--- config.mk ---
export PLATFORM = sky130hd
export DESIGN_NAME = mem_arbiter
export DESIGN_NICKNAME = d
export VERILOG_FILES = /design/src/rtl/mem_arbiter.sv
export SDC_FILE = /design/constraint.sdc
export NUM_CORES = 1
export LEC_CHECK = 0
export CORE_AREA = 2 2 341 343
export CTS_CLUSTER_DIAMETER = 200
export DETAILED_ROUTE_END_ITERATION = 8
export DIE_AREA = 0 0 343 345
export HOLD_SLACK_MARGIN = 0.15
export PLACE_DENSITY = 0.45
export SLEW_MARGIN = 20
export SYNTH_ARGS = -nofsm -noshare
export SYNTH_HDL_FRONTEND = slang
export SYNTH_SLANG_ARGS = --single-unit
export TNS_END_PERCENT = 30
--- constraint.sdc ---
create_clock -name clk -period 2.2 [get_ports clk]
set_input_delay 0.33 -clock clk [delete_from_list [all_inputs] [get_ports clk]]
set_output_delay 0.33 -clock clk [all_outputs]
set_load 0.02 [all_outputs]
--- src/rtl/mem_arbiter.sv ---
// Two-requester (I-cache / D-cache) arbiter for a single line-wide memory port.
// Optional feature: define MEM_ARB_ROUND_ROBIN_EN for round-robin contention, else requester 1 wins.
`timescale 1ns/1ps
`default_nettype none

module mem_arbiter #(
  parameter int ADDR_WIDTH = 32,
  parameter int BLOCK_SIZE = 128
) (
  input  logic                  clk,
  input  logic                  rst,
  input  logic                  rd_req0,
  input  logic                  rd_req1,
  input  logic                  wr_req0,
  input  logic                  wr_req1,
  input  logic [ADDR_WIDTH-1:0] addr0,
  input  logic [ADDR_WIDTH-1:0] addr1,
  input  logic [BLOCK_SIZE-1:0] wdata0,
  input  logic [BLOCK_SIZE-1:0] wdata1,
  output logic [BLOCK_SIZE-1:0] rdata0,
  output logic [BLOCK_SIZE-1:0] rdata1,
  output logic                  done0,
  output logic                  done1,
  output logic                  read_en_mem,
  output logic                  write_en_mem,
  output logic [ADDR_WIDTH-1:0] addr_mem,
  output logic [BLOCK_SIZE-1:0] data_in_mem,
  input  logic [BLOCK_SIZE-1:0] data_out_mem,
  input  logic                  valid_mem,
  input  logic                  ready_mem,
  output logic                  grant,
  output logic                  busy
);

  typedef enum logic [1:0] {
    IDLE = 2'd0,
    BUSY = 2'd1,
    DONE = 2'd2
  } state_t;

  state_t state, state_nxt;

  logic req0, req1, any_req;
  logic winner;
  logic winner_wr;
  logic op_write;
  logic complete;

  assign req0    = rd_req0 | wr_req0;
  assign req1    = rd_req1 | wr_req1;
  assign any_req = req0 | req1;

`ifdef MEM_ARB_ROUND_ROBIN_EN
  // Requester granted most recently; reset to 1 so the first contention goes to 0.
  logic last_grant;

  always_ff @(posedge clk) begin
    if (rst)                 last_grant <= 1'b1;
    else if (state == DONE)  last_grant <= grant;
  end

  always_comb begin
    // NOTE: every always_comb output gets a default first so no path can infer a latch.
    winner = 1'b0;
    if (req0 && req1) winner = ~last_grant;
    else              winner = req1;
  end
`else
  always_comb begin
    winner = 1'b0;
    if (req0 && req1) winner = 1'b1;
    else              winner = req1;
  end
`endif

  // A write-back takes priority over a refill from the same requester.
  assign winner_wr = winner ? wr_req1 : wr_req0;

  // Memory handshake is only meaningful for the strobe matching the latched op.
  assign complete = (state == BUSY) && (op_write ? ready_mem : valid_mem);

  always_ff @(posedge clk) begin
    // NOTE: sequential state uses non-blocking assignments so all registers update together.
    if (rst) state <= IDLE;
    else     state <= state_nxt;
  end

  always_comb begin
    state_nxt = state;
    unique case (state)
      IDLE:    if (any_req)  state_nxt = BUSY;
      BUSY:    if (complete) state_nxt = DONE;
      DONE:    state_nxt = IDLE;
      default: state_nxt = IDLE;
    endcase
  end

  // Transaction capture at the grant edge; requests changing afterwards have no effect.
  always_ff @(posedge clk) begin
    if (rst) begin
      grant       <= 1'b0;
      op_write    <= 1'b0;
      addr_mem    <= '0;
      data_in_mem <= '0;
    end else if (state == IDLE && any_req) begin
      grant       <= winner;
      op_write    <= winner_wr;
      addr_mem    <= winner ? addr1 : addr0;
      data_in_mem <= winner_wr ? (winner ? wdata1 : wdata0) : '0;
    end
  end

  always_ff @(posedge clk) begin
    if (rst) begin
      rdata0 <= '0;
      rdata1 <= '0;
    end else if (complete && !op_write) begin
      if (grant) rdata1 <= data_out_mem;
      else       rdata0 <= data_out_mem;
    end
  end

  assign read_en_mem  = (state == BUSY) && !op_write;
  assign write_en_mem = (state == BUSY) &&  op_write;
  assign done0        = (state == DONE) && !grant;
  assign done1        = (state == DONE) &&  grant;
  assign busy         = (state != IDLE);

endmodule

`default_nettype wire

==> impl.org, run 1 <==
** Floorplanning
- Die footprint :: 0.118 mm2
- The die is 345 um tall.
- Standard-cell rows :: 125
- Total core area :: 0.115 mm2
- 878 I/O pins were placed.
- Die width :: approximately 340 um
- Initial standard-cell utilization of the core :: 0.158

** Route
- Number of DRC violations after detailed-routing iteration 0 :: 551
- Total via count in the routed design :: 15200
- In this run the remaining antenna-violating nets after routing total 0.
- Final wirelength :: 89.9 mm
- Vias per std cell :: 3.74
- Wirelength per Cell :: about 22 um
- After detailed routing, the number of remaining DRC violations is 0.
- TritonRoute pass-1 iters :: 5

** Synth
- Yosys printed 0 warnings.
- Yosys mapped the design onto 28 distinct sky130hd cell types.
- Of the post-synthesis cell area, the dominant cell type holds 0.463.
- In this run, synthesis produced a sequential element count of 420.
- Average footprint of a synthesized cell :: about 12 um2
- Top cells by area, synth :: sky130_fd_sc_hd__dfxtp_1, sky130_fd_sc_hd__mux2i_1, sky130_fd_sc_hd__nand2b_1
- Post-synth design cell area :: 0.0182 mm2
- The biggest area contributor in the post-synthesis netlist is sky130_fd_sc_hd__dfxtp_1.
- Of the synthesized area, sequential elements account for 0.463.
- Synthesis produced a netlist with a net count of a little over 2000.
- Gate count after technology mapping :: 1570

** Clock tree
- CTS Buf Count :: 56
- The clock tree synthesis step divided the H-tree into 2 levels.
- Clock sink count :: 420
- TritonCTS built the clock tree.
- CTS Root Buffer Type :: sky130_fd_sc_hd__clkbuf_16
- At the later pin of the worst-skew pair, clock insertion delay measures between 600 and 700 ps.
- Maximum clock path buffer count :: 3
- Number of buffers inserted by hold repair at cts :: 0
- Clock transition time at the flip-flop clock pins of the worst setup and hold paths :: around 60 ps

** Timing
- The count of endpoints failing hold in the final timing report is 0.
- Portion of the clock cycle consumed by the worst path in the final layout :: 0.961
- Slew @ Worst Pin :: 499 ps
- Worst slew margin relative to its limit :: 0.667
- Final critical path time including I/O delays and setup :: 2110 ps
- Worst-case clock skew :: 37.8 ps
- Timing would allow up to 473 MHz.
- Final count of pins violating max slew :: 0
- Final setup fails :: 0
- Smallest hold slack :: 183 ps
- Setup repair after global routing could not meet its margin everywhere.

** Worst setup path
- Worst setup endpoint :: busy
- In this run the critical register-to-register path is captured at rdata0[4]$_SDFFE_PP0P_.
- The critical path starts at state[1]$_SDFFE_PP0P_.
- Register-to-register path setup slack :: 320 ps
- In this run the critical register-to-register path is launched from state[0]$_SDFFE_PP0P_.
- Crit. End Element :: primary output
- Reg2Reg Depth :: 6
- Arrival time of data at the critical path endpoint :: 1780 ps
- Category of the worst setup path launch point :: flip-flop
- Data on the critical path is required at its endpoint by 1870 ps.
- Worst-path fanout max :: 6
- Setup CP Type :: flip-flop to primary output

** GRT
- The layer flagged by global routing as most heavily used is met2.
- Grt met2 use :: 0.255
- Entering global routing, the biggest net connects 138 pins.
- All-Layer GR Usage :: 0.146
- After global routing the overflow that remains totals 0.
- For this run, global-route usage on met1 was measured as 0.149.
- Antenna violations before repair :: 52
- Grt met3 use :: 0.0674
- The number of global-route vias before repair was 16100.
- The first global-routing pass estimated 124 mm of wire.

** Place
- DP HPWL :: 72.3 mm
- Gp weighted congestion :: roughly 0.8
- Input and output buffers added on the ports amount to 877.

** Pwr
- VDD sags by at most 0.554 mV.
- For this design the static power due to leakage is 11.6 nW.
- Power per cell area :: 706 mW/mm2
- PnR Total Power :: 22.0 mW

** Status
- The flow ran to the end, and the final reports show no timing, DRC or antenna violations.

** Job
- Across the run, the number of max-cap violations was 0.

** Layout
- Number of nets in the finished design :: between 2000 and 3000
- Proportion of layout cells with a drive suffix above 1 :: 0.121
- # fillers :: between 10000 and 15000
- P&R area growth vs syn :: 71.4%

** Hold path
- The min-delay analysis places its worst path in the category input pin to flip-flop.
layer usage:
metal / routed length (um) / part of all wire / vias to the layer above
met5: 178 / 0.0020 / -
met4: 3030 / 0.034 / 24
met3: 9450 / 0.11 / 158
met2: 44700 / 0.50 / 605
met1: 32500 / 0.36 / 7072
li1: - / - / 7327
synthesized netlist by cell type, drive strengths merged:
| cell | number |
|---|---|
| a21oi | 36 |
| nor2 | 4 |
| nand3 | 1 |
| and2b | 1 |
| buf | 59 |
| mux2i | 417 |
| o21ai | 3 |
| nand2b | 386 |
| and3b | 2 |
| o2bb2ai | 128 |
| nand2 | 1 |
| nor3b | 2 |
| nor3 | 2 |
| inv | 2 |
| dfxtp | 420 |
| o31ai | 1 |
| or4 | 1 |
| a211oi | 32 |
| clkbuf | 72 |
registers in the layout, summed over array words and instances, names as in the netlist:
name / flops
grant: 1
data_in_mem: 128
state: 2
rdata0: 128
op_write: 1
rdata1: 128
addr_mem: 32
cells in the final DEF (no fill, tap or decap), types with 18 or more instances in the layout:
| cell | n |
|---|---|
| sky130_fd_sc_hd__clkdlybuf4s50_1 | 869 |
| sky130_fd_sc_hd__dfxtp_1 | 420 |
| sky130_fd_sc_hd__mux2i_1 | 417 |
| sky130_fd_sc_hd__nand2b_1 | 386 |
| sky130_fd_sc_hd__o2bb2ai_2 | 110 |
| sky130_fd_sc_hd__clkbuf_16 | 56 |
| sky130_fd_sc_hd__buf_4 | 55 |
| sky130_fd_sc_hd__a21oi_1 | 34 |
| sky130_fd_sc_hd__buf_12 | 34 |
| sky130_fd_sc_hd__a211oi_1 | 32 |
| sky130_fd_sc_hd__diode_2 | 25 |
| sky130_fd_sc_hd__clkbuf_8 | 19 |
| sky130_fd_sc_hd__o2bb2ai_1 | 18 |
worst min-delay path by stage:
stage                             startpoint                            end  slack [ps]  cells after the start
2_1_floorplan          op_write$_SDFFE_PP0P_          op_write$_SDFFE_PP0P_         500                      2
3_3_place_gp   data_in_mem[109]$_SDFFE_PP0P_  data_in_mem[109]$_SDFFE_PP0P_         450                      1
3_5_place_dp   data_in_mem[115]$_SDFFE_PP0P_  data_in_mem[115]$_SDFFE_PP0P_         450                      1
4_1_cts                                  rst        rdata0[10]$_SDFFE_PP0P_         150                      3
5_1_grt                                  rst         rdata1[6]$_SDFFE_PP0P_         190                      3
6_report                                 rst       rdata0[126]$_SDFFE_PP0P_         180                      3
per-stage QoR:
stage	setup TNS (ps)	utilization	instances	instance area, um2	setup slack [ps]
detailed placement	-2130	0.253	3928	29200	-61.5
floorplan	0	-	1570	18200	475
global route	-12.5	0.270	4047	31100	-12.5
finish	0	0.270	4058	31100	85.3
CTS	0	0.270	4032	31000	2.24
global placement	-2170	0.253	3928	29200	-57.6
cell type report:
cell class                 instances  area [um2]  share of cell area
clock buffer                      88        1710              0.0550
clock inverter                    16         146             0.00470
sequential                       420        8410               0.270
antenna                           25        62.6             0.00201
inverter                           2        7.51            0.000241
timing repair buffer             966        9880               0.318
tap                             1524        1910              0.0613
multi-input combinational       1017        8990               0.289
logic make-up after synthesis:
| logic type | share of synthesized area |
|---|---|
| buf+inv | 0.0438 |
| compound gates | 0.125 |
| simple gates | 0.139 |
| flops | 0.463 |
| mux | 0.230 |
worst max-delay path, stage by stage, from the launching register on:
cell                              delay (ps)
sky130_fd_sc_hd__dfxtp_1                 450
sky130_fd_sc_hd__nor2_2                   80
sky130_fd_sc_hd__inv_1                   190
sky130_fd_sc_hd__clkdlybuf4s15_1         420
where the power goes:
group	internal (mW)	switching (mW)
clock network	5.35	3.83
registers	8.06	0.310
logic	2.30	2.12
total	15.7	6.26
what timing repair did:
action,in CTS,in global routing
gates cloned,0,0
setup buffers,0,1
endpoints found under the setup margin,6,4
resized for setup,16,3
(Power assumes the default switching activity.)
==> run 2, diff against run 1 <==
Settings changed: CTS_CLUSTER_DIAMETER 200 to unset.
==> results of run 2 <==
The final DEF is identical to that of run 1; final timing and power are the same.
